<file path="src/rtl/lcd_req_arbiter.sv">
// Two-host arbiter in front of a single lcd_ctrl engine.
// Define LCD_ARB_FIXED_PRIO_EN for fixed host0 priority.
module lcd_req_arbiter #(
  parameter int IMG_SIZE = 36,
  parameter int WIN_SIZE = 9,
  parameter int TIMEOUT  = 64
) (
  input  logic       clk,
  input  logic       reset,
  input  logic       req0_valid,
  input  logic [2:0] req0_cmd,
  input  logic [7:0] req0_data,
  output logic       req0_ready,
  output logic       req0_data_rd,
  output logic       rsp0_valid,
  output logic [7:0] rsp0_data,
  input  logic       req1_valid,
  input  logic [2:0] req1_cmd,
  input  logic [7:0] req1_data,
  output logic       req1_ready,
  output logic       req1_data_rd,
  output logic       rsp1_valid,
  output logic [7:0] rsp1_data,
  output logic [2:0] lcd_cmd,
  output logic       lcd_cmd_valid,
  output logic [7:0] lcd_datain,
  input  logic       lcd_busy,
  input  logic [7:0] lcd_dataout,
  input  logic       lcd_output_valid,
  output logic       err
);

  localparam int SW = $clog2(IMG_SIZE);
  localparam int WW = $clog2(TIMEOUT);
  localparam int BW = $clog2(WIN_SIZE + 2);

  typedef enum logic [1:0] {
    IDLE,
    ISSUE,
    STREAM,
    WAIT
  } state_t;

  state_t        state;
  state_t        state_nx;
  logic          owner;
  logic [2:0]    cmd;
  logic          last_grant;
  logic [SW-1:0] scnt;
  logic [WW-1:0] wcnt;
  logic          seen_busy;
  logic [BW-1:0] beats;
  logic [BW:0]   beat_sum;
  logic          pick;
  logic [2:0]    pick_cmd;
  logic          any_req;
  logic          cmd_ok;
  logic          last_byte;
  logic          done;
  logic          tout;
  logic          route0;
  logic          route1;

  assign any_req = req0_valid | req1_valid;

`ifdef LCD_ARB_FIXED_PRIO_EN
  assign pick = ~req0_valid;
`else
  assign pick = (req0_valid & req1_valid) ? ~last_grant : req1_valid;
`endif

  assign pick_cmd  = pick ? req1_cmd : req0_cmd;
  assign cmd_ok    = (cmd <= 3'd5);
  assign last_byte = (scnt == SW'(IMG_SIZE - 1));
  assign done      = ~lcd_busy & seen_busy;
  assign tout      = (wcnt == WW'(TIMEOUT - 1));
  assign beat_sum  = {1'b0, beats} + {{BW{1'b0}}, lcd_output_valid};
  assign route0    = lcd_output_valid & (state != IDLE) & ~owner;
  assign route1    = lcd_output_valid & (state != IDLE) & owner;

  // Next state and handshake/stream outputs
  always_comb begin
    state_nx      = state;
    req0_ready    = 1'b0;
    req1_ready    = 1'b0;
    req0_data_rd  = 1'b0;
    req1_data_rd  = 1'b0;
    lcd_cmd_valid = 1'b0;
    lcd_datain    = '0;
    unique case (state)
      IDLE: begin
        if (!lcd_busy && any_req) state_nx = ISSUE;
      end
      ISSUE: begin
        req0_ready = ~owner;
        req1_ready = owner;
        if (cmd_ok) begin
          lcd_cmd_valid = 1'b1;
          state_nx = (cmd == 3'd1) ? STREAM : WAIT;
        end else begin
          state_nx = IDLE;
        end
      end
      STREAM: begin
        lcd_datain   = owner ? req1_data : req0_data;
        req0_data_rd = ~owner;
        req1_data_rd = owner;
        if (last_byte) state_nx = WAIT;
      end
      WAIT: begin
        if (done || tout) state_nx = IDLE;
      end
      default: state_nx = IDLE;
    endcase
  end

  // Grant, counters, completion tracking and sticky error
  always_ff @(posedge clk) begin
    if (reset) begin
      state      <= IDLE;
      owner      <= 1'b0;
      cmd        <= '0;
      lcd_cmd    <= '0;
      last_grant <= 1'b1;
      scnt       <= '0;
      wcnt       <= '0;
      seen_busy  <= 1'b0;
      beats      <= '0;
      err        <= 1'b0;
    end else begin
      state <= state_nx;
      if (state == IDLE && state_nx == ISSUE) begin
        owner     <= pick;
        cmd       <= pick_cmd;
        scnt      <= '0;
        wcnt      <= '0;
        seen_busy <= 1'b0;
        beats     <= '0;
        if (pick_cmd <= 3'd5) lcd_cmd <= pick_cmd;
      end
      if (state == STREAM) scnt <= scnt + 1'b1;
      if (state == WAIT) begin
        wcnt <= wcnt + 1'b1;
        if (lcd_busy) seen_busy <= 1'b1;
      end
      if (state != IDLE && lcd_output_valid && beats != '1)
        beats <= beats + 1'b1;
      if (state == ISSUE && !cmd_ok) err <= 1'b1;
      if (state == WAIT && done) begin
        last_grant <= owner;
        if (cmd != 3'd1 && beat_sum != (BW + 1)'(WIN_SIZE))
          err <= 1'b1;
      end
      if (state == WAIT && !done && tout) err <= 1'b1;
      if (state == IDLE && lcd_output_valid) err <= 1'b1;
    end
  end

  // Output beats, delayed one cycle, to the current owner only
  always_ff @(posedge clk) begin
    if (reset) begin
      rsp0_valid <= 1'b0;
      rsp0_data  <= '0;
      rsp1_valid <= 1'b0;
      rsp1_data  <= '0;
    end else begin
      rsp0_valid <= route0;
      rsp0_data  <= route0 ? lcd_dataout : '0;
      rsp1_valid <= route1;
      rsp1_data  <= route1 ? lcd_dataout : '0;
    end
  end

endmodule

</file>
<file path="config.mk">
export PLATFORM = sky130hd
export DESIGN_NAME = lcd_req_arbiter
export DESIGN_NICKNAME = d
export VERILOG_FILES = /design/src/rtl/lcd_req_arbiter.sv
export SDC_FILE = /design/constraint.sdc
export NUM_CORES = 1
export LEC_CHECK = 0
export CORE_UTILIZATION = 45
export CTS_BUF_LIST = sky130_fd_sc_hd__clkbuf_4 sky130_fd_sc_hd__clkbuf_8 sky130_fd_sc_hd__clkbuf_16
export CTS_CLUSTER_DIAMETER = 40
export DETAILED_ROUTE_END_ITERATION = 12
export PLACE_DENSITY = 0.89
export SETUP_SLACK_MARGIN = 0.2
export SKIP_CTS_REPAIR_TIMING = 1
export SYNTH_ARGS = -nofsm -noshare
export SYNTH_HDL_FRONTEND = slang
export SYNTH_SLANG_ARGS = --single-unit
</file>
<file path="constraint.sdc">
create_clock -name clk -period 1.7 [get_ports clk]
set_clock_uncertainty 0.05 [all_clocks]
set_input_delay 0.51 -clock clk [delete_from_list [all_inputs] [get_ports clk]]
set_output_delay 0.51 -clock clk [all_outputs]
set_load 0.02 [all_outputs]
</file>
# Word level (Yosys, flattened, before mapping)
# Cells that the tools add are included.
# totals
register_bits	46
latch_bits	0
n_memories	0
rom_bits	0
input_bits	36
elab_cells	92
mem_bits_rw	0
# classes
div	0
bitwise	11
reduce_logical	22
shift	0
muxes	29
n_eq_ne	10
n_lt_le_gt_ge	2
addsub	4
mul	0
# op_table
operator	count
$mux 6	3
$mux 1	16
$mux 8	2
$add 6x1->6 const B	2
$eq 6x6->1 const B	2
$logic_and 1x1->1	10
$mux 2	4
$mux 4	2
$pmux 2 s4	1
$reduce_bool 2->1	4
$le 3x3->1 const B	2
$add 4x1->5	1
$and 1x1->1	5
$ne 5x4->1 const B	1
$not 1->1	5
$add 4x1->4 const B	1
$eq 2x1->1 const B	2
$eq 2x2->1 const B	2
$ne 4x4->1 const B	1
$reduce_or 2->1	2
$eq 3x1->1 const B	1
$logic_not 1->1	3
$mux 3	1
$ne 3x1->1 const B	1
other kinds (4)	4

# Depth between registers and ports, before layout
# Gate-level depths: netlist (run 1).
# depth
word_depth	10
depth_mapped	6
depth_no_buf	6

# Worst setup path after synthesis (run 1)
# Ideal clock, no wire load.
# synth_timing
kind	register to output
startpoint	register state[1]
endpoint	output req0_ready
stages_incl_launch_ff	4
required_ns	1.140
path_slack_ns	0.001
arrival_time_ns	1.139
path_cell_list	dfxtp_1 -> buf_2 -> buf_2 -> nor3b_1
# synth_via
elab_chain_len	2
# synth_lines
item	line	rtl
from (decl)	44	state_t state;
from (signal assigned)	131	state <= state_nx;
$eq 2x1->1	90	unique case (state)
$mux 1	90	
to (decl)	13	output logic req0_ready,
# Every way passes these cells.

# Worst setup path in the final report (run 1)
# layout_timing
startpoint	register owner
endpoint	output req1_ready
# layout_via
elab_chain_len	1
# layout_lines
item	line	rtl
from (decl)	46	logic owner;
from (signal assigned)	133	owner <= pick;
$mux 1	90	
to (decl)	20	output logic req1_ready,
# Every way passes these cells.

==> flow_summary.toml, run 1 <==
[power_and_ir_drop]
power_frac_comb = 0.323
p_int_uw = 1880
sequentialPowerShare = 0.416
pwr-share-clk = 0.261
swShare = 0.326
cellPowerDensity_nw_per_um2 = 739
vdd_drop_max_uv = 714
power_leakage_uw = 0.00197
power.net_switching_uw = 910

[final_layout]
layout_cells_sized_above_1 = 0.358
nFillCells = 183
layout.nets = 381
layout.cell_area.non_filler_sq_um = 3780
antenna-diode-count = 0
syn_to_final_growth_pct = 82.3
finish.cell_count_without_fillers = 393

[clocking]
cts.sinks = 46
cts.clk_slew.worst_paths_ps = 100
cts_root_buf = "sky130_fd_sc_hd__clkbuf_8"
htree_num_levels = 2
clkLatencyLatePin_ps = 310
cts_made_buffers = 5
tritoncts = "yes"
cts_max_path_buffers = 2

[timing]
worstMarginPinSlew_ps = 399
post-route-min-period_ps = 1880
rsz0062_at_grt = "yes"
report.final.hold_viol_count = 0
timing.final.ws_setup_ps = -181
setup-tns-final_ps = -1680
setup_violations = 12
achievable-frequency_mhz = 532
report.final.slew_viol_count = 0
worst_slew_margin_rel = 0.733
post-route-period-util = 1.11

[synth]
syn-instance-count = 228
synth_top_area_share = 0.444
ys_types = 46
post_synth_main_area_contributors = "sky130_fd_sc_hd__dfxtp_1 44%, sky130_fd_sc_hd__mux2i_1 5.8%, sky130_fd_sc_hd__and2_1 5.7%"
postSynth.asyncResetShare = 0
yosys.area.top_type = "sky130_fd_sc_hd__dfxtp_1"
synthesis.area_sq_um = 2070
ys_seq_elements = 46
synthesis.area_per_instance_sq_um = 9.09
synth-edff-count = 0
synth_ff_type = "sky130_fd_sc_hd__dfxtp_1"
synth-warning-count = 0
synthesis.nets = 269
ys_seq_area_frac = 0.444

[placed_design]
detailedPlace.worstSlack_ps = -671
placement.cell_area_sq_um = 3170
dp_hpwl_um = 4330
place_congestion = 0.779
placed_cells_incl_taps = 367
port_bufs = 70

[floorplanning]
floorplan.die_area_sq_um = 4880
die_h_um = 69.9
floorplan.rows = 24
die_width_um = 69.9
num_io_pins = 71
initial_utilization = 0.473
core_area_sq_um = 4380

[worst_setup_path]
cp-start-kind = "flop"
crit-reg2reg-launch = "state[1]"
wp_data_required_ps = 1140
critical_path_end_type = "primary output"
rr_endpoint = "lcd_cmd[0]"
timing.reg2reg.worst_path_depth = 5
timing.critical_path.arrival_ps = 1320
capture_point_of_the_critical_path = "req1_ready"
rrSetupSlack_ps = 120
path_max_fanout = 6
worstSetupStartpoint = "owner"
crit_type = "reg2out"

[drt]
avgRoutedWirePerCell_um = 22.8
route.vias.total = 2401
initialDrtViolationCount = 255
drc = 0
antenna_left = 0
wirelength_um = 8940
first_pass_drt_iterations = 5
vias_per_cell = 6.11

[outcome]
run_status = "finished with violations"
failed_checks = "negative setup slack"

[grt]
grt_overflow = 0
grt_first_pass_wirelength_um = 9680
grt_pass1_vias = 2059
pin_count_of_the_biggest_net_entering_global_routing = 20
combined_global_route_utilization_of_all_metal_layers = 0.252
grt_antenna_before_repair = 0

[flow_run]
cap_viol_max_count = 0

[hold_path]
hold_class = "reg2reg"
[logic make-up (layout without fill, tap and decap cells)]
| family | Yosys count | count (layout) | share of synthesized area |
|---|---|---|---|
| and+or+nand+nor | 100 | 100 | 0.265 |
| AOI/OAI and AO/OA | 49 | 49 | 0.153 |
| DFF | 46 | 46 | 0.444 |
| muxes | 13 | 13 | 0.0634 |
| buffers and inverters | 11 | 124 | 0.0266 |
| adders and majority gates | 5 | 5 | 0.0302 |
| xor gates and xnor gates | 4 | 4 | 0.0169 |
[final cells by class]
cell class | instances | area, sq um | area share
Inverter | 1 | 7.51 | 0.00199
Tap cell | 52 | 65.1 | 0.0172
Clock buffer | 5 | 68.8 | 0.0182
Sequential cell | 46 | 933 | 0.247
Multi-Input combinational cell | 171 | 1380 | 0.366
Clock inverter | 3 | 23.8 | 0.00629
Timing Repair Buffer | 115 | 1290 | 0.343
[cells in the final DEF, fill, tap and decap left out, types with 3 or more instances in the layout]
| cell type | netlist | final |
|---|---|---|
| sky130_fd_sc_hd__a21oi_1 | 20 | 17 |
| sky130_fd_sc_hd__a21oi_2 | 0 | 3 |
| sky130_fd_sc_hd__a31oi_1 | 3 | 3 |
| sky130_fd_sc_hd__and2_1 | 19 | 18 |
| sky130_fd_sc_hd__and3_1 | 3 | 3 |
| sky130_fd_sc_hd__buf_12 | 0 | 6 |
| sky130_fd_sc_hd__buf_2 | 5 | 3 |
| sky130_fd_sc_hd__buf_4 | 2 | 27 |
| sky130_fd_sc_hd__buf_6 | 0 | 19 |
| sky130_fd_sc_hd__clkbuf_16 | 0 | 3 |
| sky130_fd_sc_hd__clkbuf_8 | 0 | 5 |
| sky130_fd_sc_hd__clkdlybuf4s50_1 | 0 | 15 |
| sky130_fd_sc_hd__clkinvlp_4 | 0 | 3 |
| sky130_fd_sc_hd__dfxtp_1 | 46 | 40 |
| sky130_fd_sc_hd__dfxtp_2 | 0 | 4 |
| sky130_fd_sc_hd__dlymetal6s2s_1 | 0 | 41 |
| sky130_fd_sc_hd__ha_1 | 5 | 3 |
| sky130_fd_sc_hd__mux2i_1 | 12 | 3 |
| sky130_fd_sc_hd__mux2i_2 | 0 | 4 |
| sky130_fd_sc_hd__mux2i_4 | 0 | 5 |
| sky130_fd_sc_hd__nand2_1 | 10 | 8 |
| sky130_fd_sc_hd__nand3_1 | 10 | 10 |
| sky130_fd_sc_hd__nor2_1 | 24 | 13 |
| sky130_fd_sc_hd__nor2_4 | 0 | 11 |
| sky130_fd_sc_hd__nor2b_1 | 5 | 4 |
| sky130_fd_sc_hd__nor3_1 | 9 | 7 |
| sky130_fd_sc_hd__nor3_2 | 3 | 3 |
| sky130_fd_sc_hd__o21ai_0 | 7 | 5 |
| sky130_fd_sc_hd__or3_1 | 3 | 3 |
| sky130_fd_sc_hd__xnor2_1 | 3 | 3 |
[cell usage after synthesis, types with 2 or more instances]
cell type                  instances
sky130_fd_sc_hd__a21o_1            2
sky130_fd_sc_hd__a21oi_1          20
sky130_fd_sc_hd__a22oi_1           2
sky130_fd_sc_hd__a31oi_1           3
sky130_fd_sc_hd__and2_1           19
sky130_fd_sc_hd__and3_1            3
sky130_fd_sc_hd__buf_2             5
sky130_fd_sc_hd__buf_4             2
sky130_fd_sc_hd__clkbuf_1          3
sky130_fd_sc_hd__dfxtp_1          46
sky130_fd_sc_hd__ha_1              5
sky130_fd_sc_hd__mux2i_1          12
sky130_fd_sc_hd__nand2_1          10
sky130_fd_sc_hd__nand2b_1          3
sky130_fd_sc_hd__nand3_1          10
sky130_fd_sc_hd__nor2_1           24
sky130_fd_sc_hd__nor2b_1           5
sky130_fd_sc_hd__nor3_1            9
sky130_fd_sc_hd__nor3_2            3
sky130_fd_sc_hd__nor3b_1           4
sky130_fd_sc_hd__o21a_1            2
sky130_fd_sc_hd__o21ai_0           7
sky130_fd_sc_hd__o21bai_1          2
sky130_fd_sc_hd__or3_1             3
sky130_fd_sc_hd__xnor2_1           3
[sequential cells by signal (all words and copies together) (netlist names)]
signal	cells
seen_busy	1
wcnt	6
cmd	3
err	1
scnt	6
state	2
rsp0_data	8
beats	4
rsp1_data	8
owner	1
last_grant	1
rsp1_valid	1
lcd_cmd	3
rsp0_valid	1
[routing by layer]
| layer | vias up | track usage | part of all wire |
|---|---|---|---|
| li1 | 1033 | - | - |
| met1 | 1169 | 0.299 | 0.37 |
| met2 | 151 | 0.450 | 0.52 |
| met3 | 48 | 0.0346 | 0.059 |
| met4 | 0 | 0.113 | 0.055 |
| met5 | - | 0 | 0 |
[through the flow]
| stage | power (uW) | hold slack (ps) | util |
|---|---|---|---|
| after floorplan | 1520 | 410 | - |
| after global placement | 1810 | 418 | 0.722 |
| after detailed placement | 1830 | 429 | 0.722 |
| after CTS | 2520 | 445 | 0.743 |
| after global routing | 2870 | 482 | 0.862 |
| final | 2790 | 467 | 0.862 |
[critical path: stages (launching register included)]
cell                         delay [ps]
sky130_fd_sc_hd__dfxtp_4            390
sky130_fd_sc_hd__buf_12             140
sky130_fd_sc_hd__clkinvlp_4         110
sky130_fd_sc_hd__nor3b_2            190
sky130_fd_sc_hd__buf_4              170
[power by group through the flow]
stage / registers [uW] / clock network (uW) / logic, uW
after global routing: 1160 / 774 / 933
final: 1160 / 729 / 901
after global placement: 1170 / 0 / 640
after detailed placement: 1180 / 0 / 658
after CTS: 1150 / 706 / 666
after floorplan: 1200 / 0 / 326
[how the worst min path moves through the flow]
stage                from  cells after the start  slack [ps]          to
5_1_grt            cmd[0]                      2         480      cmd[0]
3_3_place_gp      wcnt[1]                      2         420     wcnt[1]
6_report           cmd[0]                      2         470      cmd[0]
4_1_cts           wcnt[1]                      2         440     wcnt[1]
3_5_place_dp   lcd_cmd[1]                      2         430  lcd_cmd[1]
2_1_floorplan     wcnt[1]                      2         410     wcnt[1]
No activity file was read; power rests on OpenSTA's default activity.
==> inputs of run 2 (changes only) <==
--- a/config.mk
+++ b/config.mk
@@ -5,11 +5,11 @@
 export SDC_FILE = /design/constraint.sdc
 export NUM_CORES = 1
 export LEC_CHECK = 0
-export CORE_UTILIZATION = 45
+export CORE_UTILIZATION = 30
 export CTS_BUF_LIST = sky130_fd_sc_hd__clkbuf_4 sky130_fd_sc_hd__clkbuf_8 sky130_fd_sc_hd__clkbuf_16
 export CTS_CLUSTER_DIAMETER = 40
 export DETAILED_ROUTE_END_ITERATION = 12
-export PLACE_DENSITY = 0.89
+export PLACE_DENSITY = 0.69
 export SETUP_SLACK_MARGIN = 0.2
 export SKIP_CTS_REPAIR_TIMING = 1
 export SYNTH_ARGS = -nofsm -noshare
==> constraint.sdc (replaced) <==
create_clock -name clk -period 1.6 [get_ports clk]
set_clock_uncertainty 0.05 [all_clocks]
set_input_delay 0.48 -clock clk [delete_from_list [all_inputs] [get_ports clk]]
set_output_delay 0.48 -clock clk [all_outputs]
set_load 0.02 [all_outputs]
==> run 2 against run 1 <==
  * The run still ends with negative setup slack left
  * Critical path depth is the same
  * Sequential power increased by 6%
  * Flip-flop and latch count is the same
  * Design area grew 3.3%
  * Die area grew 48%
  * Register-to-register slack worse by 80 ps
  * Power increased by 5.9%
  * Count of clock-buffer cells in the layout did not move
  * Worst hold slack worse by 29 ps
  * Sequential share of layout area fell by 0.70 points
  * Worst setup slack worse by 16 ps
  * Routed wire length decreased by 35%
  * Highest routed layer unchanged
==> flow_summary.toml, run 2 (same netlist as run 1, synthesis figures left out) <==
[placed_design]
dp_hpwl_um = 3890
port_bufs = 70
place_congestion = 0.787
detailedPlace.worstSlack_ps = -704

[final_layout]
syn_to_final_growth_pct = 88.4
reg.largest.list = "rsp0_data (8), rsp1_data (8)"
antenna-diode-count = 0
layout.nets = 388
layout_common_cells = "39 x sky130_fd_sc_hd__dfxtp_1, 28 x sky130_fd_sc_hd__buf_6, 28 x sky130_fd_sc_hd__buf_4"
layout_cells_sized_above_1 = 0.480
finalCoreUtilization = 0.601
layout.cells.most_common = "sky130_fd_sc_hd__dfxtp_1"

[grt]
grt_pass1_vias = 1937
grt_first_pass_wirelength_um = 8660
grt_overflow = 0
combined_global_route_utilization_of_all_metal_layers = 0.149
grt_antenna_before_repair = 0
pin_count_of_the_biggest_net_entering_global_routing = 17

[floorplanning]
initial_utilization = 0.319
num_io_pins = 71
core_area_sq_um = 6490
die_h_um = 85.1
floorplan.die_area_sq_um = 7240
floorplan.rows = 29
die_width_um = 85.1

[clocking]
cts.sinks = 46
cts_made_buffers = 5
cts.clk_slew.worst_paths_ps = 90
clkLatencyLatePin_ps = 300
htree_num_levels = 2
cts_max_path_buffers = 2
tritoncts = "yes"
cts_root_buf = "sky130_fd_sc_hd__clkbuf_8"

[worst_setup_path]
worst_path_buffer_plus_inverter_count = 2
crit_type = "reg2out"
slowest_delay_ps = 410
worst_path_dominant_cell_family = "flip-flops"
cp_cell_sequence = "buf_4 -> mux2i_4 -> nor2_4 -> buf_4"
timing.critical_path.arrival_ps = 1270
wp_data_required_ps = 1070
cp-start-kind = "flop"
path_max_fanout = 6
cpMaxStageDelayCell = "sky130_fd_sc_hd__dfxtp_4"
critical_path_end_type = "primary output"
critical-path-top-cell-by-count = "sky130_fd_sc_hd__buf_4"

[hold_path]
hold_class = "reg2reg"

[drt]
vias_per_cell = 4.90
antenna_left = 0
wirelength_um = 5820
initialDrtViolationCount = 57
drc = 0
avgRoutedWirePerCell_um = 13.7
first_pass_drt_iterations = 4
route.vias.total = 2083

[timing]
hold-worst-slack_ps = 439
timing.final.ws_setup_ps = -197
worst_slew_margin_rel = 0.766
post-route-period-util = 1.12
post-route-min-period_ps = 1800
report.final.hold_viol_count = 0
rsz0062_at_grt = "yes"
achievable-frequency_mhz = 556
setup_violations = 12
setup-tns-final_ps = -1890
worstMarginPinSlew_ps = 341
report.final.slew_viol_count = 0

[flow_run]
cap_viol_max_count = 0

[power_and_ir_drop]
post-layout-total-power_uw = 2960
vdd_drop_max_uv = 526
cellPowerDensity_nw_per_um2 = 757
power_leakage_uw = 0.00173

[outcome]
failed_checks = "negative setup slack"
run_status = "finished with violations"
run 2: layout make-up:
class / count / area [sq um]
clock buffer: 5 / 68.8
sequential: 46 / 937
fill: 522 / 2590
clock inverter: 3 / 23.8
inverter: 1 / 3.75
multi-input combinational: 171 / 1560
tap: 77 / 96.3
timing repair buffer: 122 / 1220
run 2: path summary, 6_finish.rpt:
check	cells past startpoint	end	startpoint	slack, ps
setup reg to reg	6	lcd_cmd[0]	state[1]	40
hold reg to reg	2	wcnt[1]	wcnt[1]	440
setup / recovery	4	lcd_datain[2]	owner	-200
hold / removal	2	wcnt[1]	wcnt[1]	440
run 2: layer usage:
metal  up-vias  routed length [um]  share of wire  global-route usage
li1       1045                   -              -                   -
met1       974                2520           0.43               0.189
met2        60                2920           0.50               0.254
met3         4                 341          0.059              0.0360
met4         0                  42         0.0072              0.0416
met5         -                   0              0                   0
run 2: stage by stage:
stage          std cells  area [sq um]
2_1_floorplan        228          2370
3_3_place_gp         398          3350
3_5_place_dp         398          3350
4_1_cts              406          3450
5_1_grt              425          3900
6_report             425          3900
run 2: worst min-delay path, cell delays in order (launching register included):
cell                      delay (ps)
sky130_fd_sc_hd__dfxtp_1         330
sky130_fd_sc_hd__nand3_1          70
sky130_fd_sc_hd__a21oi_1          60
run 2: report_power, final:
group	leakage, uW	internal [uW]	switching [uW]
clock network	0.0000491	317	420
logic	0.00131	538	450
registers	0.000377	1190	37.6
==> inputs of run 3 (changes only) <==
--- a/config.mk
+++ b/config.mk
@@ -5,6 +5,7 @@
 export SDC_FILE = /design/constraint.sdc
 export NUM_CORES = 1
 export LEC_CHECK = 0
+export ABC_AREA = 0
 export CORE_UTILIZATION = 30
 export CTS_BUF_LIST = sky130_fd_sc_hd__clkbuf_4 sky130_fd_sc_hd__clkbuf_8 sky130_fd_sc_hd__clkbuf_16
 export CTS_CLUSTER_DIAMETER = 40
==> results of run 3 <==
Final layout, timing and power as in run 2 (identical DEF).
